**src/rtl/alu_issue_queue.sv**
```systemverilog
// Integer ALU issue queue: age-ordered entries with CDB operand snooping,
// oldest-ready selection and compaction on grant.
module alu_issue_queue #(
    parameter int DEPTH  = 4,
    parameter int TAG_W  = 6,
    parameter int DATA_W = 32
) (
    input  logic              clk,
    input  logic              rst,
    input  logic              queue_alu_en,
    input  logic [DATA_W-1:0] queue_op1_data,
    input  logic [TAG_W-1:0]  queue_op1_tag,
    input  logic              queue_op1_data_valid,
    input  logic [DATA_W-1:0] queue_op2_data,
    input  logic [TAG_W-1:0]  queue_op2_tag,
    input  logic              queue_op2_data_valid,
    input  logic [TAG_W-1:0]  queue_rd_tag,
    input  logic [2:0]        queue_funct3,
    input  logic [2:0]        queue_alu_ext,
    output logic              queue_full,
    input  logic              cdb_valid,
    input  logic [TAG_W-1:0]  cdb_tag,
    input  logic [DATA_W-1:0] cdb_data,
    output logic              issue_req,
    input  logic              issue_grant,
    output logic [DATA_W-1:0] issue_op1,
    output logic [DATA_W-1:0] issue_op2,
    output logic [TAG_W-1:0]  issue_rd_tag,
    output logic [2:0]        issue_funct3,
    output logic [2:0]        issue_ext
);
    localparam int CNT_W = $clog2(DEPTH + 1);

    typedef struct packed {
        logic              valid;
        logic              rdy1;
        logic              rdy2;
        logic [DATA_W-1:0] op1;
        logic [DATA_W-1:0] op2;
        logic [TAG_W-1:0]  tag1;
        logic [TAG_W-1:0]  tag2;
        logic [TAG_W-1:0]  rd;
        logic [2:0]        f3;
        logic [2:0]        ext;
    } entry_t;

    entry_t           ent_q [DEPTH];
    entry_t           snp   [DEPTH];
    entry_t           ent_n [DEPTH];
    entry_t           new_ent;
    logic [CNT_W-1:0] count_q;
    logic [CNT_W-1:0] count_n;
    logic             any_ready;
    logic             grant_fire;
    logic             wr_fire;
    int               sel;
    int               wr_pos;

    assign queue_full = (count_q == CNT_W'(DEPTH));
    assign wr_fire    = queue_alu_en && !queue_full;
    assign grant_fire = issue_grant && any_ready;
    assign issue_req  = any_ready;

    // Each stored entry as it will look after this cycle's CDB broadcast.
    always_comb begin
        for (int i = 0; i < DEPTH; i++) begin
            snp[i] = ent_q[i];
            if (ent_q[i].valid && cdb_valid) begin
                if (!ent_q[i].rdy1 && ent_q[i].tag1 == cdb_tag) begin
                    snp[i].op1  = cdb_data;
                    snp[i].rdy1 = 1'b1;
                end
                if (!ent_q[i].rdy2 && ent_q[i].tag2 == cdb_tag) begin
                    snp[i].op2  = cdb_data;
                    snp[i].rdy2 = 1'b1;
                end
            end
        end
    end

    always_comb begin
        new_ent       = '0;
        new_ent.valid = 1'b1;
        new_ent.tag1  = queue_op1_tag;
        new_ent.tag2  = queue_op2_tag;
        new_ent.rd    = queue_rd_tag;
        new_ent.f3    = queue_funct3;
        new_ent.ext   = queue_alu_ext;
        if (!queue_op1_data_valid && cdb_valid && cdb_tag == queue_op1_tag) begin
            new_ent.op1  = cdb_data;
            new_ent.rdy1 = 1'b1;
        end else begin
            new_ent.op1  = queue_op1_data;
            new_ent.rdy1 = queue_op1_data_valid;
        end
        if (!queue_op2_data_valid && cdb_valid && cdb_tag == queue_op2_tag) begin
            new_ent.op2  = cdb_data;
            new_ent.rdy2 = 1'b1;
        end else begin
            new_ent.op2  = queue_op2_data;
            new_ent.rdy2 = queue_op2_data_valid;
        end
    end

    // Scan youngest to oldest so the last hit is the oldest ready entry.
    always_comb begin
        any_ready    = 1'b0;
        sel          = 0;
        issue_op1    = '0;
        issue_op2    = '0;
        issue_rd_tag = '0;
        issue_funct3 = '0;
        issue_ext    = '0;
        for (int i = DEPTH - 1; i >= 0; i--) begin
            if (ent_q[i].valid && ent_q[i].rdy1 && ent_q[i].rdy2) begin
                any_ready    = 1'b1;
                sel          = i;
                issue_op1    = ent_q[i].op1;
                issue_op2    = ent_q[i].op2;
                issue_rd_tag = ent_q[i].rd;
                issue_funct3 = ent_q[i].f3;
                issue_ext    = ent_q[i].ext;
            end
        end
    end

    // Compaction shifts the snooped copies, so captures survive the move.
    always_comb begin
        wr_pos = int'(count_q) - (grant_fire ? 1 : 0);
        for (int i = 0; i < DEPTH; i++) begin
            ent_n[i] = snp[i];
        end
        if (grant_fire) begin
            for (int i = 0; i < DEPTH - 1; i++) begin
                if (i >= sel) begin
                    ent_n[i] = snp[i + 1];
                end
            end
            ent_n[DEPTH-1].valid = 1'b0;
        end
        for (int i = 0; i < DEPTH; i++) begin
            if (wr_fire && i == wr_pos) begin
                ent_n[i] = new_ent;
            end
        end
        count_n = count_q;
        if (wr_fire && !grant_fire) begin
            count_n = count_q + CNT_W'(1);
        end else if (!wr_fire && grant_fire) begin
            count_n = count_q - CNT_W'(1);
        end
    end

    always_ff @(posedge clk) begin
        if (rst) begin
            count_q <= '0;
            for (int i = 0; i < DEPTH; i++) begin
                ent_q[i].valid <= 1'b0;
            end
        end else begin
            count_q <= count_n;
            ent_q   <= ent_n;
        end
    end

endmodule

```
**config.mk**
```make
export PLATFORM = sky130hd
export DESIGN_NAME = alu_issue_queue
export DESIGN_NICKNAME = d
export VERILOG_FILES = /design/src/rtl/alu_issue_queue.sv
export SDC_FILE = /design/constraint.sdc
export NUM_CORES = 1
export LEC_CHECK = 0
export BUFFER_PORTS_ARGS = -buffer_cell sky130_fd_sc_hd__buf_2
export CORE_ASPECT_RATIO = 1.75
export CORE_MARGIN = 10
export CORE_UTILIZATION = 61
export DETAILED_ROUTE_END_ITERATION = 8
export PLACE_DENSITY = 0.81
export REMOVE_ABC_BUFFERS = 1
export SLEW_MARGIN = 20
export SYNTH_ARGS = -nofsm -noshare
export SYNTH_HDL_FRONTEND = slang
export SYNTH_SLANG_ARGS = --single-unit
```
**constraint.sdc**
```tcl
create_clock -name clk -period 6.9 [get_ports clk]
set_input_delay 0 -clock clk [delete_from_list [all_inputs] [get_ports clk]]
set_output_delay 0 -clock clk [all_outputs]
set_load 0.05 [all_outputs]
```
=== After elaboration in Yosys (flattened, before gate mapping) ===
Cells that the tools add are included.

* Reductions and logical operators: 61
* Equality and inequality tests: 14
* Add/subtract/negate cells: 3
* Multiplexer cells: 63
* Bitwise operators: 1
* Magnitude comparators: 3

{| class="wikitable"
|+ Operators by type and width
! cell !! count
|-
| two-way mux 32 bit || 21
|-
| two-way mux 91 bit || 7
|-
| two-way mux 274 bit || 1
|-
| two-way mux 66 bit || 4
|-
| equality test 6 bit || 10
|-
| >= comparator 1 x 32 -> 1 bit (first input constant) || 1
|-
| >= comparator 2 x 32 -> 1 bit (first input constant) || 1
|-
| >= comparator 3 x 32 -> 1 bit (first input constant) || 1
|-
| logical AND 1 bit || 32
|-
| zero test 32 bit || 1
|-
| two-way mux 3 bit || 10
|-
| two-way mux 6 bit || 4
|-
| nonzero test 2 bit || 8
|-
| two-way mux 1 bit || 15
|-
| zero test 1 bit || 13
|-
| AND reduction 3 bit || 3
|-
| equality test 3 x 4 -> 1 bit (first input constant) || 2
|-
| AND reduction 2 bit || 4
|-
| equality test 2 x 4 -> 1 bit (first input constant) || 1
|-
| subtractor 3 x 1 -> 4 bit || 1
|-
| adder 3 x 1 -> 3 bit (second input constant) || 1
|-
| equality test 3 bit (second input constant) || 1
|-
| subtractor 3 x 1 -> 3 bit (second input constant) || 1
|-
| two-way mux 2 bit || 1
|-
| NOT 1 bit || 1
|}

* Register bits: 367
* Input bits: 133

=== Longest topological paths before layout ===
Gate-level depths: netlist of run 1.

* Depth in word-level cells: 13
* Mapped depth: 16

=== Least setup slack after synthesis of run 1 ===
OpenSTA, ideal clock, no wires.

* Kind: input -> register
* Start: in rst
* End: reg ent_q[363] (netlist bit)
* Path slack: 0.825 ns
* Arrival time: 5.989 ns
* Stages on the path: 2
* Setup time: 0.085 ns
* Data required time: 6.815 ns
* Cells stage by stage: inv_1 -> o221a_2

{| class="wikitable"
|+ RTL lines
! element !! RTL line !! text
|-
| start, declared || 9 || <nowiki>input logic rst,</nowiki>
|-
| end signal, assigned || 162 || <nowiki>ent_q <= ent_n;</nowiki>
|-
| end, declared || 47 || <nowiki>entry_t ent_q [DEPTH];</nowiki>
|}

No word-level cell between the ends.

==> impl_metrics.csv, run 1 <==
group,metric,value,unit
setup_path,r2r_end,"ent_q[308]",
timing,rsz0062_at_grt,"no",
logic_synthesis,netlist_instances,2101,
clock_tree,root_buffer,"clkbuf_16",
timing,finalMaxSlewViolations,0,
setup_path,worstPathRequired,7150,ps
clock_tree,clk_path_buf_depth,3,
logic_synthesis,synthMuxAreaShare,0.177,
power_and_ir_drop,p_int,5.83,mW
power_and_ir_drop,p_leak,10.4,nW
setup_path,r2r_start,"ent_q[361]",
logic_synthesis,ys_ff_latch,367,
setup_path,cp_slowest_cell,"a21o_2",
logic_synthesis,synth_commonest_cells,"edfxtp_1 (360), mux2i_1 (314), nand2_1 (255)",
hold_path,min-delay-start,"cdb_data[1]",
clock_tree,hold_buffers,96,
detailed_routing,ant_nets,0,
power_and_ir_drop,p_seq_frac,0.391,
grt,grt_pass1_wl,110000,microns
grt,grtUsageMet2,0.520,
logic_synthesis,synth_edf_count,360,
detailed_routing,drt-initial-drc-count,2080,
grt,met3_usage,0.0513,
grt,track_usage,0.308,
floorplan,rows,93,
hold_path,hold_depth,3,
clock_tree,cts_tree,"yes",
timing,hold_viol,0,
finish,syn2layout_area_growth,14.6,%
setup_path,worst_ep_arrival_time,5240,ps
logic_synthesis,synth_top_cell_area_share,0.478,
detailed_routing,routed_via_density,6.98,
setup_path,rr_worst_depth,12,
logic_synthesis,synth_most_common_cell,"edfxtp_1",
finish,num-nets-final,2400,
run,drv_cap,0,
grt,grtUsageMet1,0.350,
setup_path,crit_type,"flip-flop to flip-flop",
setup_path,critPathLaunch,"ent_q[361]",
power_and_ir_drop,p_per_area,366,nW/um^2
timing,max_slew_margin,0.234,
floorplan,pin_count,211,
timing,period_needed,4990,ps
power_and_ir_drop,pwr-share-comb,0.393,
timing,fin_tns_setup,0,ps
clock_tree,htreeDepth,2,
logic_synthesis,synth.yosys.warnings,0,
clock_tree,clock_sinks,367,
floorplan,start_util,0.615,
grt,gr-total-overflow,0,
setup_path,cp_slowest_stage_delay,900,ps
timing,clock.fmax,200,MHz
setup_path,crit_family,"simple AND/OR/NAND/NOR gates",
place,place.gp.congestion,0.908,
logic_synthesis,synth_xor_xnor_area_share,0.0240,
finish,drive_gt1_frac,0.157,
detailed_routing,firstDrtPassIters,6,
setup_path,cp_num_buf_inv,1,
logic_synthesis,synth_cell_types,52,
logic_synthesis,synth_area,22600,sq um
setup_path,worst_setup_path_end_kind,"flip-flop",
hold_path,holdCritPathClass,"input pin to flip-flop",
setup_path,ff2ff_setup_slack,1910,ps
grt,grt_pass1_vias,19900,
detailed_routing,wl_per_cell,26.2,microns
finish,post-route-util,0.705,
detailed_routing,drc_errors,0,
floorplan,dieWidth,166,microns
setup_path,crit_fanout,71,
power_and_ir_drop,clkPwrFrac,0.216,
place,dp.cells,2604,
setup_path,crit_chain,"and3_4, nor3_1, nand2_1, nand2_1, inv_1, ha_1, and3_1, o211ai_1, a21o_2, nand2_2, o22ai_1, a21oi_1",
detailed_routing,vias,19300,
timing,setup_viol,0,
power_and_ir_drop,switching_share,0.385,
hold_path,min_to,"ent_q[116]",
floorplan,die_area,45500,sq um
logic_synthesis,synthAdderAreaFrac,0.00255,
timing,clock_skew,17.0,ps
place,numPortBuffers,210,
clock_tree,postCtsSetupBuffers,0,
grt,antenna_found_initial,4,
power_and_ir_drop,ir_worst_vdd,0.289,mV
finish,nFillCells,2715,
clock_tree,clk_latency,540,ps
logic_synthesis,synth_area_leader_cell,"edfxtp_1",
grt,busiest_layer,"met2",
run_status,outcome,"complete, no violations",
timing,worst_pin_slew,1150,ps
logic_synthesis,synth_simple_gate_area_share,0.0944,
setup_path,crit_path_start_kind,"flip-flop",
detailed_routing,drt_wl_total,72400,microns
logic_synthesis,ys_top_cells_by_area,"edfxtp_1 (48%), mux2i_1 (14%), nand2_1 (4.2%)",
logic_synthesis,avgSynthCellArea,10.8,sq um
logic_synthesis,synthFlopType,"edfxtp_1",
logic_synthesis,async_flop_share,0,
grt,grt_max_degree,152,
logic_synthesis,synth_compound_area_frac,0.175,
place,hpwl,42000,microns
clock_tree,cts_buffers,36,
power_and_ir_drop,p_sw,3.65,mW
clock_tree,path_clk_slew,60,ps
timing,finalCritPeriodShare,0.723,
finish,fin_cells,2764,
logic_synthesis,ys_seq_area_frac,0.484,
clock_tree,cts_resized,0,
logic_synthesis,synth_top_family_by_area,"multiplexers",
setup_path,worst_path_most_repeated_cell,"nand2_1",
timing,whs,16.1,ps
floorplan,core,36800,sq um
floorplan,die_y,275,microns
[power groups by stage]
stage	Sequential [mW]	Combinational, mW	Clock, mW
floorplan	3.65	2.50	0
global route	3.78	3.95	2.12
global placement	3.69	3.42	0
CTS	3.69	3.64	2.04
finish	3.71	3.72	2.05
detailed placement	3.74	3.54	0
[through the flow]
step | worst slack [ps] | cell area (sq um) | power, mW
after floorplan | -1200 | 21700 | 6.14
after global placement | 2210 | 23800 | 7.11
after detailed placement | 2100 | 23800 | 7.27
after CTS | 2020 | 25900 | 9.38
after global routing | 1670 | 25900 | 9.86
final | 1910 | 25900 | 9.48
[cell type report]
type	count	area, sq um	area share
Antenna cell	1	2.50	0.0000965
Timing Repair Buffer	344	2310	0.0891
Tap cell	475	594	0.0229
Multi-Input combinational cell	1506	10800	0.418
Clock inverter	19	200	0.00772
Sequential cell	367	11000	0.422
Clock buffer	44	982	0.0379
Inverter	8	37.5	0.00145
[how the worst max path moves through the flow]
| stage | endpoint | slack, ps | cells after the start |
|---|---|---|---|
| 5_1_grt | ent_q[305] | 1670 | 13 |
| 4_1_cts | ent_q[308] | 2020 | 12 |
| 3_3_place_gp | ent_q[304] | 2210 | 13 |
| 6_report | ent_q[308] | 1910 | 12 |
| 3_5_place_dp | ent_q[303] | 2100 | 13 |
| 2_1_floorplan | ent_q[0] | -1200 | 11 |
[layout by cell type, fill, tap and decap left out, types with 31 or more instances in the layout]
cell type and instances:
a221o_1 76, buf_2 210, buf_4 37, clkbuf_16 37, dlygate4sd3_1 96, edfxtp_1 360, mux2_1 62, mux2i_1 314
nand2_1 250, nand3_1 57, nor2_1 52, nor3_1 69, o21ai_0 189, o21ai_1 45, o221ai_1 64, o22a_1 77
o22ai_1 54, xnor2_1 31, xor2_1 31
[worst register-to-register path, cell delays in order (launching register included)]
cell and delay, ps:
edfxtp_1 460, and3_4 420, nor3_1 310, nand2_1 100, nand2_1 120, inv_1 70, ha_1 190, and3_1 220
o211ai_1 460, a21o_2 900, nand2_2 880, o22ai_1 520, a21oi_1 70
[registers in the layout, summed over array words and instances, names as in the netlist]
register / cells
ent_q: 364
count_q: 3
[per-layer routing]
layer  wire [microns]  up-vias
met4             4710        6
met2            36100     1264
met1            24400     9317
li1                 -     8414
met5               37        -
met3             7140      300
[logic make-up after synthesis]
kind of cell	after synthesis
compound gates	569
simple gates	481
mux	390
flops	367
buf+inv	228
xor+xnor	62
fa+ha+maj	4
Note: power is estimated with default switching activity, not from simulation.
==> run 2, diff against run 1 <==
Clock period 6.9 ns to 5.1 ns, I/O delays scaled along.
==> impl_metrics.csv, run 2 (synthesized netlist as in run 1, its figures left out) <==
group,metric,value,unit
run_status,outcome,"complete, no violations",
hold_path,min-delay-start,"cdb_data[15]",
grt,grtUsageMet2,0.534,
detailed_routing,vias,19700,
place,numPortBuffers,210,
timing,finalCritPeriodShare,0.950,
detailed_routing,wl_per_cell,27.0,microns
hold_path,min_to,"ent_q[221]",
floorplan,start_util,0.615,
clock_tree,root_buffer,"clkbuf_16",
finish,largest_register,"ent_q",
detailed_routing,routed_via_density,7.11,
power_and_ir_drop,p_leak,10.4,nW
setup_path,ff2ff_setup_slack,260,ps
hold_path,hold_depth,3,
detailed_routing,firstDrtPassIters,7,
finish,drive_gt1_frac,0.155,
detailed_routing,drt-initial-drc-count,2478,
finish,fin_cells,2774,
setup_path,crit_fanout,75,
hold_path,holdCritPathClass,"input pin to flip-flop",
grt,track_usage,0.320,
clock_tree,clk_path_buf_depth,3,
clock_tree,cts_resized,0,
setup_path,worst_ep_arrival_time,5120,ps
power_and_ir_drop,ir_worst_vdd,0.374,mV
grt,grt_max_degree,129,
finish,syn2layout_area_growth,14.6,%
clock_tree,clk_latency,540,ps
finish,final_area,25900,sq um
detailed_routing,ant_nets,0,
setup_path,r2r_end,"ent_q[220]",
clock_tree,path_clk_slew,60,ps
floorplan,die_area,45500,sq um
clock_tree,cts_buffers,36,
finish,num-nets-final,2412,
setup_path,crit_chain,"and3_4, nor3_1, nand2_1, nand2_1, inv_1, ha_1, nor2_1, o211ai_1, a21oi_2, or3_2, o22ai_1, nor3_1, dlygate4sd3_1",
timing,setup_viol,0,
setup_path,worst_setup_path_end_kind,"flip-flop",
timing,clock.fmax,206,MHz
timing,max_slew_margin,0.188,
power_and_ir_drop,p_per_area,488,nW/um^2
floorplan,rows,93,
place,dp.cells,2616,
clock_tree,cts_tree,"yes",
finish,largest_reg_flops,364,
grt,gr-total-overflow,0,
floorplan,core,36800,sq um
setup_path,worstPathRequired,5380,ps
finish,layout_common_cells,"edfxtp_1 (360), mux2i_1 (314), nand2_1 (250), buf_2 (210), o21ai_0 (189)",
grt,met3_usage,0.0567,
grt,grt_pass1_wl,114000,microns
run,drv_cap,0,
place,dpl_worst_slack,933,ps
timing,hold_viol,0,
setup_path,cp_slowest_stage_delay,910,ps
timing,rsz0062_at_grt,"no",
timing,clock_skew,17.0,ps
place,place_area,23900,sq um
floorplan,pin_count,211,
place,place.gp.congestion,0.900,
setup_path,cp_slowest_cell,"or3_2",
grt,grt_pass1_vias,20300,
setup_path,rr_worst_depth,13,
floorplan,die_y,275,microns
timing,worst_pin_slew,1220,ps
setup_path,crit_path_start_kind,"flip-flop",
grt,grtUsageMet1,0.373,
timing,fin_tns_setup,0,ps
clock_tree,htreeDepth,2,
setup_path,crit_type,"flip-flop to flip-flop",
timing,period_needed,4840,ps
setup_path,r2r_start,"ent_q[362]",
floorplan,dieWidth,166,microns
timing,fin_ws,256,ps
clock_tree,clock_sinks,367,
grt,busiest_layer,"met2",
detailed_routing,drc_errors,0,
finish,layout_commonest_cell,"edfxtp_1",
grt,antenna_found_initial,2,
finish,reg.largest.list,"ent_q (364), count_q (3)",
finish,nFillCells,2677,
place,hpwl,43700,microns
detailed_routing,drt_wl_total,74800,microns
timing,finalMaxSlewViolations,0,
## run 2: stage by stage
step                 util  hold WS, ps  power (mW)
floorplan               -         69.1        8.31
global placement    0.649          227        9.68
detailed placement  0.649          229        9.94
CTS                 0.704        0.351        12.5
global route        0.705         52.8        13.2
finish              0.705         5.92        12.7
## run 2: power by group
part | total, mW | leakage, nW | switching [mW] | internal, mW
registers | 5.04 | 3.54 | 0.486 | 4.55
logic | 5.10 | 6.32 | 3.33 | 1.77
clock network | 2.52 | 0.509 | 1.13 | 1.39
total | 12.7 | 10.4 | 4.95 | 7.71
## run 2: routing by layer
layer  vias up  share of wire  wire length, microns
li1       8447              -                     -
met1      9379           0.33                 24500
met2      1510           0.49                 36700
met3       372           0.11                  8570
met4         2          0.067                  5000
met5         -        0.00027                    20
## run 2: what timing repair did
item                                   CTS  global route
endpoints found under the hold margin  302             0
setup endpoints to repair                0             0
buffers inserted                         0             0
hold buffers                            94             0
## run 2: worst max path at each step
| stage | from | endpoint | slack, ps | cells past startpoint |
|---|---|---|---|---|
| 2_1_floorplan | ent_q[361] | ent_q[0] | -3000 | 11 |
| 3_3_place_gp | ent_q[361] | ent_q[231] | 1150 | 12 |
| 3_5_place_dp | ent_q[362] | ent_q[209] | 930 | 12 |
| 4_1_cts | ent_q[361] | ent_q[236] | 410 | 13 |
| 5_1_grt | ent_q[362] | ent_q[236] | 70 | 13 |
| 6_report | ent_q[362] | ent_q[220] | 260 | 13 |
## run 2: final cells by class
cell class | instances | area [sq um] | share of cell area
flip-flops and latches | 367 | 11000 | 0.423
multi-input cells | 1506 | 10800 | 0.418
repair buffers | 356 | 2450 | 0.0944
clock buffers | 48 | 977 | 0.0377
well taps | 475 | 594 | 0.0229
clock inverters | 12 | 72.6 | 0.00280
inverters | 8 | 37.5 | 0.00145
diodes | 2 | 5.00 | 0.000193
## run 2: worst max-delay path: cells and delay by family, from the launching register on
family | cells | cell delay (ps)
flip-flops | 1 | 480
AO/OA/AOI/OAI | 3 | 1000
adder cells (fa/ha/maj) | 1 | 170
buffers and inverters | 2 | 670
AND/OR/NAND/NOR | 7 | 2260
